### src/rtl/ks_control_unit.sv
// K&S processor control unit: a Moore FSM that sequences fetch, decode and
// execute, driving every datapath enable/select and the RAM write strobe.

package k_and_s_pkg;

  typedef enum logic [4:0] {
    I_NOP    = 5'd0,
    I_LOAD   = 5'd1,
    I_STORE  = 5'd2,
    I_MOVE   = 5'd3,
    I_ADD    = 5'd4,
    I_SUB    = 5'd5,
    I_AND    = 5'd6,
    I_OR     = 5'd7,
    I_BRANCH = 5'd8,
    I_BZERO  = 5'd9,
    I_BNZERO = 5'd10,
    I_BNEG   = 5'd11,
    I_BNNEG  = 5'd12,
    I_BOV    = 5'd13,
    I_BNOV   = 5'd14,
    I_HALT   = 5'd15
  } decoded_instruction_type;

  typedef enum logic [1:0] {
    OP_ADD = 2'b00,
    OP_SUB = 2'b01,
    OP_AND = 2'b10,
    OP_OR  = 2'b11
  } alu_op_t;

endpackage

module ks_control_unit
  import k_and_s_pkg::*;
(
  input  logic                    clk,
  input  logic                    rst_n,
  input  decoded_instruction_type decoded_instruction,
  input  logic                    zero_op,
  input  logic                    neg_op,
  input  logic                    unsigned_overflow,
  input  logic                    signed_overflow,
  output logic                    branch,
  output logic                    pc_enable,
  output logic                    ir_enable,
  output logic                    addr_sel,
  output logic                    c_sel,
  output logic [1:0]              operation,
  output logic                    write_reg_enable,
  output logic                    flags_reg_enable,
  output logic                    ram_write_enable,
  output logic                    halt,
  output logic [3:0]              fsm_state
);

  typedef enum logic [3:0] {
    S_FETCH    = 4'd0,
    S_DECODE   = 4'd1,
    S_LOAD_1   = 4'd2,
    S_STORE_1  = 4'd3,
    S_STORE_2  = 4'd4,
    S_MOVE_1   = 4'd5,
    S_MOVE_2   = 4'd6,
    S_ALU_1    = 4'd7,
    S_ALU_2    = 4'd8,
    S_BRANCH_1 = 4'd9,
    S_HALT     = 4'd15
  } state_t;

  typedef struct packed {
    logic       branch;
    logic       pc_enable;
    logic       ir_enable;
    logic       addr_sel;
    logic       c_sel;
    logic [1:0] operation;
    logic       write_reg_enable;
    logic       flags_reg_enable;
    logic       ram_write_enable;
    logic       halt;
  } ctrl_t;

  localparam ctrl_t FETCH_CTRL = '{
    branch: 1'b0, pc_enable: 1'b1, ir_enable: 1'b1, addr_sel: 1'b0,
    c_sel: 1'b0, operation: OP_ADD, write_reg_enable: 1'b0,
    flags_reg_enable: 1'b0, ram_write_enable: 1'b0, halt: 1'b0
  };

  state_t state;
  state_t next_state;
  ctrl_t  ctrl;

  // The carry flag is visible to the controller but no branch depends on it.
  logic unused_flags;
  assign unused_flags = unsigned_overflow;

  function automatic alu_op_t alu_op_for(decoded_instruction_type instr);
    case (instr)
      I_SUB:   return OP_SUB;
      I_AND:   return OP_AND;
      I_OR:    return OP_OR;
      default: return OP_ADD;
    endcase
  endfunction

  // Output vector of a state; evaluated on the state being entered so the
  // outputs come straight from flops yet stay aligned with fsm_state.
  function automatic ctrl_t ctrl_for(state_t s, decoded_instruction_type instr);
    ctrl_t c;
    c = '0;
    case (s)
      S_FETCH:    c = FETCH_CTRL;
      S_LOAD_1: begin
        c.addr_sel         = 1'b1;
        c.c_sel            = 1'b1;
        c.write_reg_enable = 1'b1;
      end
      S_STORE_2: begin
        c.addr_sel         = 1'b1;
        c.ram_write_enable = 1'b1;
      end
      S_MOVE_2: begin
        c.operation        = OP_OR;
        c.write_reg_enable = 1'b1;
      end
      S_ALU_1:    c.operation = alu_op_for(instr);
      S_ALU_2: begin
        c.operation        = alu_op_for(instr);
        c.write_reg_enable = 1'b1;
        c.flags_reg_enable = 1'b1;
      end
      S_BRANCH_1: begin
        c.addr_sel  = 1'b1;
        c.branch    = 1'b1;
        c.pc_enable = 1'b1;
      end
      S_HALT:     c.halt = 1'b1;
      default:    c = '0;
    endcase
    return c;
  endfunction

  function automatic state_t cond_branch(logic take);
    return take ? S_BRANCH_1 : S_FETCH;
  endfunction

  always_comb begin
    // NOTE: every path of a combinational block must assign each target;
    // the up-front default keeps synthesis from inferring a latch.
    next_state = S_FETCH;
    case (state)
      S_FETCH:  next_state = S_DECODE;
      S_DECODE: begin
        case (decoded_instruction)
          I_LOAD:   next_state = S_LOAD_1;
          I_STORE:  next_state = S_STORE_1;
          I_MOVE:   next_state = S_MOVE_1;
          I_ADD, I_SUB, I_AND, I_OR: next_state = S_ALU_1;
          I_BRANCH: next_state = S_BRANCH_1;
          I_BZERO:  next_state = cond_branch(zero_op);
          I_BNZERO: next_state = cond_branch(!zero_op);
          I_BNEG:   next_state = cond_branch(neg_op);
          I_BNNEG:  next_state = cond_branch(!neg_op);
          I_BOV:    next_state = cond_branch(signed_overflow);
          I_BNOV:   next_state = cond_branch(!signed_overflow);
          I_HALT:   next_state = S_HALT;
          default:  next_state = S_FETCH;
        endcase
      end
      S_LOAD_1:   next_state = S_FETCH;
      S_STORE_1:  next_state = S_STORE_2;
      S_STORE_2:  next_state = S_FETCH;
      S_MOVE_1:   next_state = S_MOVE_2;
      S_MOVE_2:   next_state = S_FETCH;
      S_ALU_1:    next_state = S_ALU_2;
      S_ALU_2:    next_state = S_FETCH;
      S_BRANCH_1: next_state = S_FETCH;
      S_HALT:     next_state = S_HALT;
      default:    next_state = S_FETCH;
    endcase
  end

  // Asynchronous reset forces FETCH outputs at once, so no write strobe
  // survives a reset asserted mid-instruction.
  always_ff @(posedge clk or negedge rst_n) begin
    if (!rst_n) begin
      // NOTE: sequential state uses non-blocking assignments so every flop
      // samples pre-edge values regardless of statement order.
      state <= S_FETCH;
      ctrl  <= FETCH_CTRL;
    end else begin
      state <= next_state;
      ctrl  <= ctrl_for(next_state, decoded_instruction);
    end
  end

  assign branch           = ctrl.branch;
  assign pc_enable        = ctrl.pc_enable;
  assign ir_enable        = ctrl.ir_enable;
  assign addr_sel         = ctrl.addr_sel;
  assign c_sel            = ctrl.c_sel;
  assign operation        = ctrl.operation;
  assign write_reg_enable = ctrl.write_reg_enable;
  assign flags_reg_enable = ctrl.flags_reg_enable;
  assign ram_write_enable = ctrl.ram_write_enable;
  assign halt             = ctrl.halt;
  assign fsm_state        = state;

  a_write_exclusive: assert property (@(posedge clk) disable iff (!rst_n)
    !(ram_write_enable && write_reg_enable));
  a_ir_only_in_fetch: assert property (@(posedge clk) disable iff (!rst_n)
    ir_enable == (state == S_FETCH));

endmodule

### config.mk
export PLATFORM = sky130hd
export DESIGN_NAME = ks_control_unit
export DESIGN_NICKNAME = d
export VERILOG_FILES = /design/src/rtl/ks_control_unit.sv
export SDC_FILE = /design/constraint.sdc
export NUM_CORES = 1
export LEC_CHECK = 0
export CORE_AREA = 2 2 47 49
export DETAILED_ROUTE_END_ITERATION = 10
export DIE_AREA = 0 0 49 51
export PLACE_DENSITY = 0.84
export SKIP_CTS_REPAIR_TIMING = 1
export SYNTH_ARGS = -nofsm -noshare
export SYNTH_HDL_FRONTEND = slang
export SYNTH_SLANG_ARGS = --single-unit
### constraint.sdc
create_clock -name clk -period 2.2 [get_ports clk]
set_clock_uncertainty 0.05 [all_clocks]
set_input_delay 0.22 -clock clk [delete_from_list [all_inputs] [get_ports clk]]
set_output_delay 0.22 -clock clk [all_outputs]
set_load 0.02 [all_outputs]
==> metrics, run 1 <==
outcome=completed; vias=736; final hold vios=0; initial antenna violation count=0; Num CTS Buffers=3; vias in the first global route=~660; part of the Yosys area used for sequential elements=0.449; max-cap violation count=0; synthesized instance count=a little over 80; clock slew at reported path FFs=approximately 80 ps; Design Area, Final=~0.0011 sq mm; Synth cell types=36; worst r2r src=fsm_state[1]$_DFF_PN0_; 1st-pass router iterations=4; drt via density=5.29; IO Pins=26; #FFs+latches synth=15; grt ovf=0; die area=approximately 0.0025 sq mm; diode count=0; startpoint types=register; R2R cell count=5; # rows=17; Least-Margin Pin Slew=roughly 600 ps; Cell Pwr Density=around 420 mW/mm^2; mapped cell area=roughly 840 sq um; CTS tree=yes; RD Place Congestion=about 0.80; Initial Util=0.408; post-route ant nets=0; Reg2Reg Setup Slack=around 150 ps; reg2reg end=addr_sel$_DFF_PN0_; Die H=51 microns; Buffers on Ports=24; final core utilization=0.542; global-route wire length before repair=2720 microns; Final min period=approximately 2000 ps; CORE AREA=about 0.0021 sq mm; critical path class=register to register; post-synth top area share=0.387; fin. max-slew vios=0; RSZ-0062 raised after global routing=false; Clock Sinks=15; WL/cell=roughly 12 microns; Hold Path Class=input port to async pin; Placement Cell Area=between 0.001 and 0.0015 sq mm; relative slew slack=0.600; Min Hold Slack=roughly 260 ps; Total GRT Usage=0.144; die width=around 49 microns; dominant cell type by area after synthesis=dfrtp_1; syn_area_per_cell=10.1 sq um; nets=approximately 120; Leak=approximately 0.45 nW; clk buf depth=2; syn nets=94; DRT iter0 DRCs=13; H-tree levels=1; Finish-stage setup viols=0; clk_lat worst skew=280 ps; Post-DP HPWL=around 1300 microns; Area Overhead vs Synth=33.0%; drc violations=0; worst path required time=roughly 2300 ps; Yosys warning count=0; Max VDD drop=approximately 190 uV; Root Buffer=clkbuf_4; Worst EP arrival=2170 ps; setup ws final=~150 ps; dpl ws=between 100 and 150 ps; Worst Setup End Kind=register; Final period util=0.930; share of layout cells above drive strength 1=0.180; routed wire length=between 1500 and 2000 microns; largest net degree at the start of global routing=16; Max Fanout on Critical Path=9; Max Clk Rate=489 MHz; Setup TNS=0 ps; Area contributors post-synth=dfrtp_1 (39%), dfstp_2 (6.3%), clkbuf_8 (4.9%)
[cells in the mapped netlist]
cell type and instances:
dfrtp_1 13, a21oi_1 6, nand2_1 5, nor2_1 5, a31oi_1 4, inv_1 4, o21ai_0 4, clkbuf_8 3
nand4_1 3, nor3_1 3, and2b_2 2, buf_6 2, dfstp_2 2, nand3_1 2, nand3b_1 2, o22ai_1 2
o31ai_1 2, a311o_1 1, and2_1 1, and2_2 1, and4_4 1, clkbuf_2 1, maj3_1 1, nand2_2 1
nand2b_1 1, nor3b_1 1, nor4b_4 1, o2111ai_1 1, o21a_1 1, o21ba_2 1, o21bai_1 1, o311ai_0 1
o31a_1 1, or2_2 1, or3_2 1, xnor2_1 1
[cells in the final DEF (no fill, tap or decap), drive strengths merged, types with 2 or more instances in the layout]
| cell type | instances |
|---|---|
| nand4 | 3 |
| o21ai | 4 |
| o31ai | 2 |
| inv | 4 |
| nor3 | 3 |
| buf | 6 |
| a21oi | 6 |
| and2b | 2 |
| nand2 | 6 |
| nor2 | 5 |
| clkdlybuf4s50 | 24 |
| clkbuf | 4 |
| nand3 | 2 |
| o22ai | 2 |
| a31oi | 4 |
| and2 | 2 |
| nand3b | 2 |
| dfstp | 2 |
| dfrtp | 13 |
[per-stage QoR]
stage / total power (W) / instances
3_3_place_gp: 0.000329 / 135
5_1_grt: 0.000491 / 139
4_1_cts: 0.000479 / 139
6_report: 0.000475 / 139
2_1_floorplan: 0.000307 / 83
3_5_place_dp: 0.000331 / 135
[sequential cells by signal (all words and copies together) (netlist names)]
| signal | flops |
|---|---|
| pc_enable | 1 |
| fsm_state | 4 |
| addr_sel | 1 |
| c_sel | 1 |
| halt | 1 |
| write_reg_enable | 1 |
| operation | 2 |
| ram_write_enable | 1 |
| flags_reg_enable | 1 |
| branch | 1 |
| ir_enable | 1 |
[kinds of logic (layout without fill, tap and decap cells)]
family	Yosys count	in the layout	synth area share
compound gates	25	25	0.195
xor+xnor	1	1	0.0104
fa+ha+maj	1	1	0.0119
buf+inv	10	38	0.0997
flops	15	15	0.449
simple gates	31	31	0.234
[critical path, stage by stage (launching register included)]
cell and delay [ps]:
dfrtp_1 500, nor4b_4 360, nand2_2 120, a311o_1 420, and4_4 200, o31a_1 270
[worst max-delay path by stage]
stage	depth (start not counted)	slack [ps]	start	to
2_1_floorplan	6	230	fsm_state[1]$_DFF_PN0_	addr_sel$_DFF_PN0_
3_3_place_gp	5	160	decoded_instruction[1]	addr_sel$_DFF_PN0_
3_5_place_dp	5	140	decoded_instruction[1]	addr_sel$_DFF_PN0_
4_1_cts	5	170	fsm_state[1]$_DFF_PN0_	addr_sel$_DFF_PN0_
5_1_grt	5	90	fsm_state[1]$_DFF_PN0_	addr_sel$_DFF_PN0_
6_report	5	150	fsm_state[1]$_DFF_PN0_	addr_sel$_DFF_PN0_
[report_power, final]
part | switching [W] | internal, W | leakage, nW
Combinational | 0.0000226 | 0.0000269 | 0.263
Sequential | 0 | 0.000276 | 0.176
Clock | 0.0000798 | 0.0000705 | 0.0150
Total | 0.000102 | 0.000373 | 0.454
[layer usage]
| layer | track usage | wire (microns) | part of all wire | vias up |
|---|---|---|---|---|
| met4 | 0.100 | 26 | 0.016 | 0 |
| met3 | 0.0205 | 101 | 0.063 | 4 |
| met1 | 0.146 | 668 | 0.41 | 340 |
| met5 | 0 | 0 | 0 | - |
| met2 | 0.272 | 817 | 0.51 | 32 |
| li1 | - | - | - | 360 |
[final cells by class]
type / count / area (sq um)
Sequential cell: 15 / 378
Multi-Input combinational cell: 58 / 379
Inverter: 4 / 15.0
Clock buffer: 4 / 26.3
Timing Repair Buffer: 30 / 285
Fill cell: 198 / 945
Tap cell: 28 / 35.0
(Power assumes the default switching activity.)
==> inputs of run 2 (changes only) <==
Settings changed: CELL_PAD_IN_SITES_DETAIL_PLACEMENT from default to 2, CELL_PAD_IN_SITES_GLOBAL_PLACEMENT from default to 2, CORE_AREA 2 2 47 49 to 2 2 59 61, DIE_AREA 0 0 49 51 to 0 0 61 63, PLACE_DENSITY 0.84 to 0.85.
==> metrics, run 2 (synthesis gave the netlist of run 1 again) <==
outcome=completed; critical path's top delay family=compound AO/OA/AOI/OAI gates; Max Clk Rate=504 MHz (+3.1%); Final min period=1980 ps (-62.2 ps); clk_lat worst skew=280 ps (about the same); Combinational Power Share=0.111 (+0.007); Final period util=0.902 (-0.0283); initial antenna violation count=0 (unchanged); Buf+Inv Stages, Crit Path=0 (unchanged); Worst Setup End Kind=register; final hold vios=0 (unchanged); P_int=0.000371 W (-0.49%); grt ovf=0 (unchanged); # rows=21 (+4); vias=765 (+3.9%); share of layout cells above drive strength 1=0.204 (+0.0234); startpoint types=register; clock slew at reported path FFs=90 ps (about the same); Setup TNS=0 ps (unchanged); sw power=0.000116 W (+14%); WL/cell=14.5 microns (+25%); vias in the first global route=812 (+22%); die area=0.00384 sq mm (+54%); CTS tree=yes; commonest non-fill, non-tap cell in the layout=clkdlybuf4s50_1; Buffers on Ports=24 (unchanged); worst path required time=2320 ps (about the same); clk buf depth=2 (unchanged); drt via density=4.81 (-9.1%); Root Buffer=clkbuf_4; sequential share of power=0.566 (-0.014); RD Place Congestion=0.753 (-5.4%); RSZ-0062 raised after global routing=false; max-cap violation count=0 (unchanged); DRT iter0 DRCs=14 (+1); nets=125 (+1.6%); final core utilization=0.358 (-0.184); Max stage delay on crit path=520 ps (+20 ps); diode count=0 (unchanged); Cell Pwr Density=421 mW/mm^2 (-0.90%); fin. max-slew vios=0 (unchanged); Initial Util=0.260 (-0.147); most used cells in the layout excluding fill and tap cells=clkdlybuf4s50_1 (24), dfrtp_1 (13), buf_4 (8); Max Fanout on Critical Path=11 (+2); Hold Path Class=input port to async pin; Area Overhead vs Synth=37.6%; critical path class=register to register; H-tree levels=1 (unchanged); Leak=0.466 nW (+2.6%); CORE AREA=0.00323 sq mm (+57%); global-route wire length before repair=3910 microns (+44%); Sw Ratio=0.239 (+0.0232); IO Pins=26 (unchanged); Clock Sinks=15 (unchanged); Largest register FFs=4 (unchanged); largest net degree at the start of global routing=16 (unchanged); Die H=63 microns (+24%); critical path cell sequence=nor4b_4 > nand2_2 > a311o_1 > and4_4 > o31a_1; Total GRT Usage=0.133 (-0.0108); Post-DP HPWL=1890 microns (+46%); relative slew slack=0.542 (-0.0589); slowest CP cell=dfrtp_1; Max VDD drop=123 uV (-34%); routed wire length=2300 microns (+43%); Clk pwr share=0.323 (+0.007); die width=61 microns (+24%); drc violations=0 (unchanged); 1st-pass router iterations=3 (-1); Num CTS Buffers=3 (unchanged); post-route ant nets=0 (unchanged); Worst EP arrival=2110 ps (-60 ps); Least-Margin Pin Slew=686 ps (+88.1 ps); Finish-stage setup viols=0 (unchanged)
==> run 2: cell types whose count changed in the layout (fill, tap and decap cells not counted) <==
cell	change
clkbuf_1	-1
clkinv_2	+1
buf_4	+2
==> run 2: metrics by stage <==
| stage | area (sq um) | hold WS [ps] | setup WS [ps] | total power, W | cells |
|---|---|---|---|---|---|
| floorplan | 841 | -126 | 227 | 0.000307 | 83 |
| global placement | 1130 | 553 | 145 | 0.000331 | 155 |
| detailed placement | 1130 | 560 | 72.8 | 0.000336 | 155 |
| CTS | 1160 | 313 | 209 | 0.000494 | 159 |
| global route | 1160 | 347 | 142 | 0.000515 | 159 |
| finish | 1160 | 299 | 216 | 0.000487 | 159 |
==> run 2: worst paths after layout <==
check / startpoint / to / slack [ps] / cells past startpoint
min in group clk: fsm_state[3]$_DFF_PN0_ / flags_reg_enable$_DFF_PN0_ / 570 / 1
worst min-delay path: rst_n / c_sel$_DFF_PN0_ / 300 / 1
max in group asynchronous: rst_n / fsm_state[1]$_DFF_PN0_ / 1370 / 1
worst min register to register: fsm_state[3]$_DFF_PN0_ / flags_reg_enable$_DFF_PN0_ / 570 / 1
worst max register to register: fsm_state[2]$_DFF_PN0_ / addr_sel$_DFF_PN0_ / 220 / 5
worst max-delay path: fsm_state[2]$_DFF_PN0_ / addr_sel$_DFF_PN0_ / 220 / 5
==> run 2: power groups by stage <==
stage	registers, W	clock network (W)	logic [W]
after global routing	0.000276	0.000179	0.0000602
after CTS	0.000276	0.000163	0.0000554
final	0.000276	0.000157	0.0000543
after global placement	0.000281	0	0.0000505
after floorplan	0.000281	0	0.0000260
after detailed placement	0.000281	0	0.0000553
==> run 2: per-layer routing <==
layer	GRT usage	wire, microns	vias to the layer above
met2	0.245	1250	23
li1	-	-	363
met4	0.0245	10	0
met1	0.155	938	377
met5	0	0	-
met3	0.0248	102	2
==> run 2: cell type report <==
type / count / area (sq um)
repair buffers: 32 / 300
clock buffers: 3 / 22.5
inverters: 4 / 15.0
clock inverters: 1 / 5.00
fillers: 369 / 2070
multi-input cells: 58 / 379
well taps: 46 / 57.6
flip-flops and latches: 15 / 378
==> run 2: worst reg2reg max path: stages (launching register included) <==
cell and delay (ps):
dfrtp_1 520, nor4b_4 310, nand2_2 120, a311o_1 410
and4_4 200, o31a_1 270
==> inputs of run 3 (changes only) <==
Settings changed: CORE_AREA 2 2 59 61 to 2 2 53 68, DIE_AREA 0 0 61 63 to 0 0 55 70, SETUP_SLACK_MARGIN from default to 0.1.
==> metrics, run 3 (synthesis gave the netlist of run 1 again) <==
outcome=completed; commonest non-fill, non-tap cell in the layout=clkdlybuf4s50_1; Finish-stage setup viols=0 (unchanged); drc violations=0 (unchanged); Design Area, Final=0.00117 sq mm (+1.5%); Max Clk Rate=498 MHz (-1.2%); Root Buffer=clkbuf_8; Clock Sinks=15 (unchanged); Initial Util=0.255 (-0.00562); vias in the first global route=785 (-3.3%); Setup crit end=addr_sel$_DFF_PN0_; startpoint types=register; RSZ-0062 raised after global routing=false; DRT iter0 DRCs=1 (-13); nets=126 (+0.80%); Placement Cell Area=0.00113 sq mm (-0.11%); WL/cell=14.9 microns (+2.9%); Leak=0.475 nW (+2.0%); Max VDD drop=305 uV (+150%); max-cap violation count=0 (unchanged); Final period util=0.912 (+0.0105); clk buf depth=2 (unchanged); Worst Setup End Kind=register; CTS tree=yes; H-tree levels=1 (unchanged); IO Pins=26 (unchanged); clk_lat worst skew=250 ps (-30 ps); final core utilization=0.356 (-0.00243); Least-Margin Pin Slew=670 ps (-16.0 ps); worst setup path startpoint=fsm_state[1]$_DFF_PN0_; Post-DP HPWL=1930 microns (+2.0%); Largest register FFs=4 (unchanged); largest net degree at the start of global routing=16 (unchanged); relative slew slack=0.552 (+0.0107); Die H=70 microns (+11%); reg2reg end=addr_sel$_DFF_PN0_; CORE AREA=0.00330 sq mm (+2.2%); Area Overhead vs Synth=39.7%; fin. max-slew vios=0 (unchanged); grt ovf=0 (unchanged); share of layout cells above drive strength 1=0.211 (+0.00699); Worst EP arrival=2090 ps (-20 ps); routed wire length=2280 microns (-0.96%); Total GRT Usage=0.126 (-0.00662); final hold vios=0 (unchanged); # rows=24 (+14%); Final min period=2010 ps (+23.2 ps); diode count=0 (unchanged); Reg2Reg Setup Slack=190 ps (-20 ps); FILL cells=398 (+7.9%); vias=771 (+0.78%); worst r2r src=fsm_state[1]$_DFF_PN0_; Num CTS Buffers=3 (unchanged); drt via density=5.04 (+4.7%); worst path required time=2290 ps (-30 ps); Buffers on Ports=24 (unchanged); Setup TNS=0 ps (unchanged); clock slew at reported path FFs=60 ps (-30 ps); Max Fanout on Critical Path=6 (-5); Hold Path Class=input port to async pin; die area=0.00385 sq mm (+0.18%); initial antenna violation count=0 (unchanged); Cell Pwr Density=472 mW/mm^2 (+12%); die width=55 microns (-9.8%); post-route ant nets=0 (unchanged); critical path class=register to register; 1st-pass router iterations=3 (unchanged); global-route wire length before repair=3570 microns (-8.6%); R2R cell count=5 (unchanged); RD Place Congestion=0.769 (+2.1%); most used cells in the layout excluding fill and tap cells=clkdlybuf4s50_1 (24), dfrtp_1 (12), buf_4 (9)
-- run 3: through the flow --
stage	hold WS, ps	worst slack (ps)	power (W)	cells
after floorplan	-126	227	0.000307	83
after global placement	555	128	0.000333	149
final	330	193	0.000555	153
after detailed placement	594	-7.56	0.000337	149
after global routing	381	100	0.000573	153
after CTS	339	184	0.000564	153
-- run 3: worst min path at each step --
stage | start | end | slack, ps | cells past startpoint
floorplan | rst_n | addr_sel$_DFF_PN0_ | -130 | 0
global placement | fsm_state[3]$_DFF_PN0_ | flags_reg_enable$_DFF_PN0_ | 560 | 1
detailed placement | fsm_state[3]$_DFF_PN0_ | flags_reg_enable$_DFF_PN0_ | 590 | 1
CTS | rst_n | fsm_state[0]$_DFF_PN0_ | 340 | 1
global route | rst_n | fsm_state[0]$_DFF_PN0_ | 380 | 1
finish | rst_n | fsm_state[0]$_DFF_PN0_ | 330 | 1
-- run 3: metal layers --
layer	vias up	GRT usage	routed length, microns
met4	0	0.0515	56
met1	376	0.123	847
met3	4	0.00641	98
met5	-	0	0
met2	26	0.250	1280
li1	365	-	-
-- run 3: layout make-up --
cell class | instances | area (sq um) | share of cell area
Sequential cell | 15 | 379 | 0.323
Tap cell | 39 | 48.8 | 0.0415
Multi-Input combinational cell | 58 | 379 | 0.323
Clock buffer | 4 | 45.0 | 0.0383
Timing Repair Buffer | 33 | 308 | 0.262
Inverter | 4 | 15.0 | 0.0128
-- run 3: power by group --
group	switching (W)	internal, W	leakage, nW
clock	0.0000954	0.000128	0.0228
combinational	0.0000260	0.0000291	0.277
sequential	0	0.000276	0.176
-- run 3: worst max-delay path, stage by stage (launching register included) --
cell     delay (ps)
dfrtp_1         470
nor4b_4         330
nand2_2         120
a311o_1         440
and4_4          210
o31a_1          260
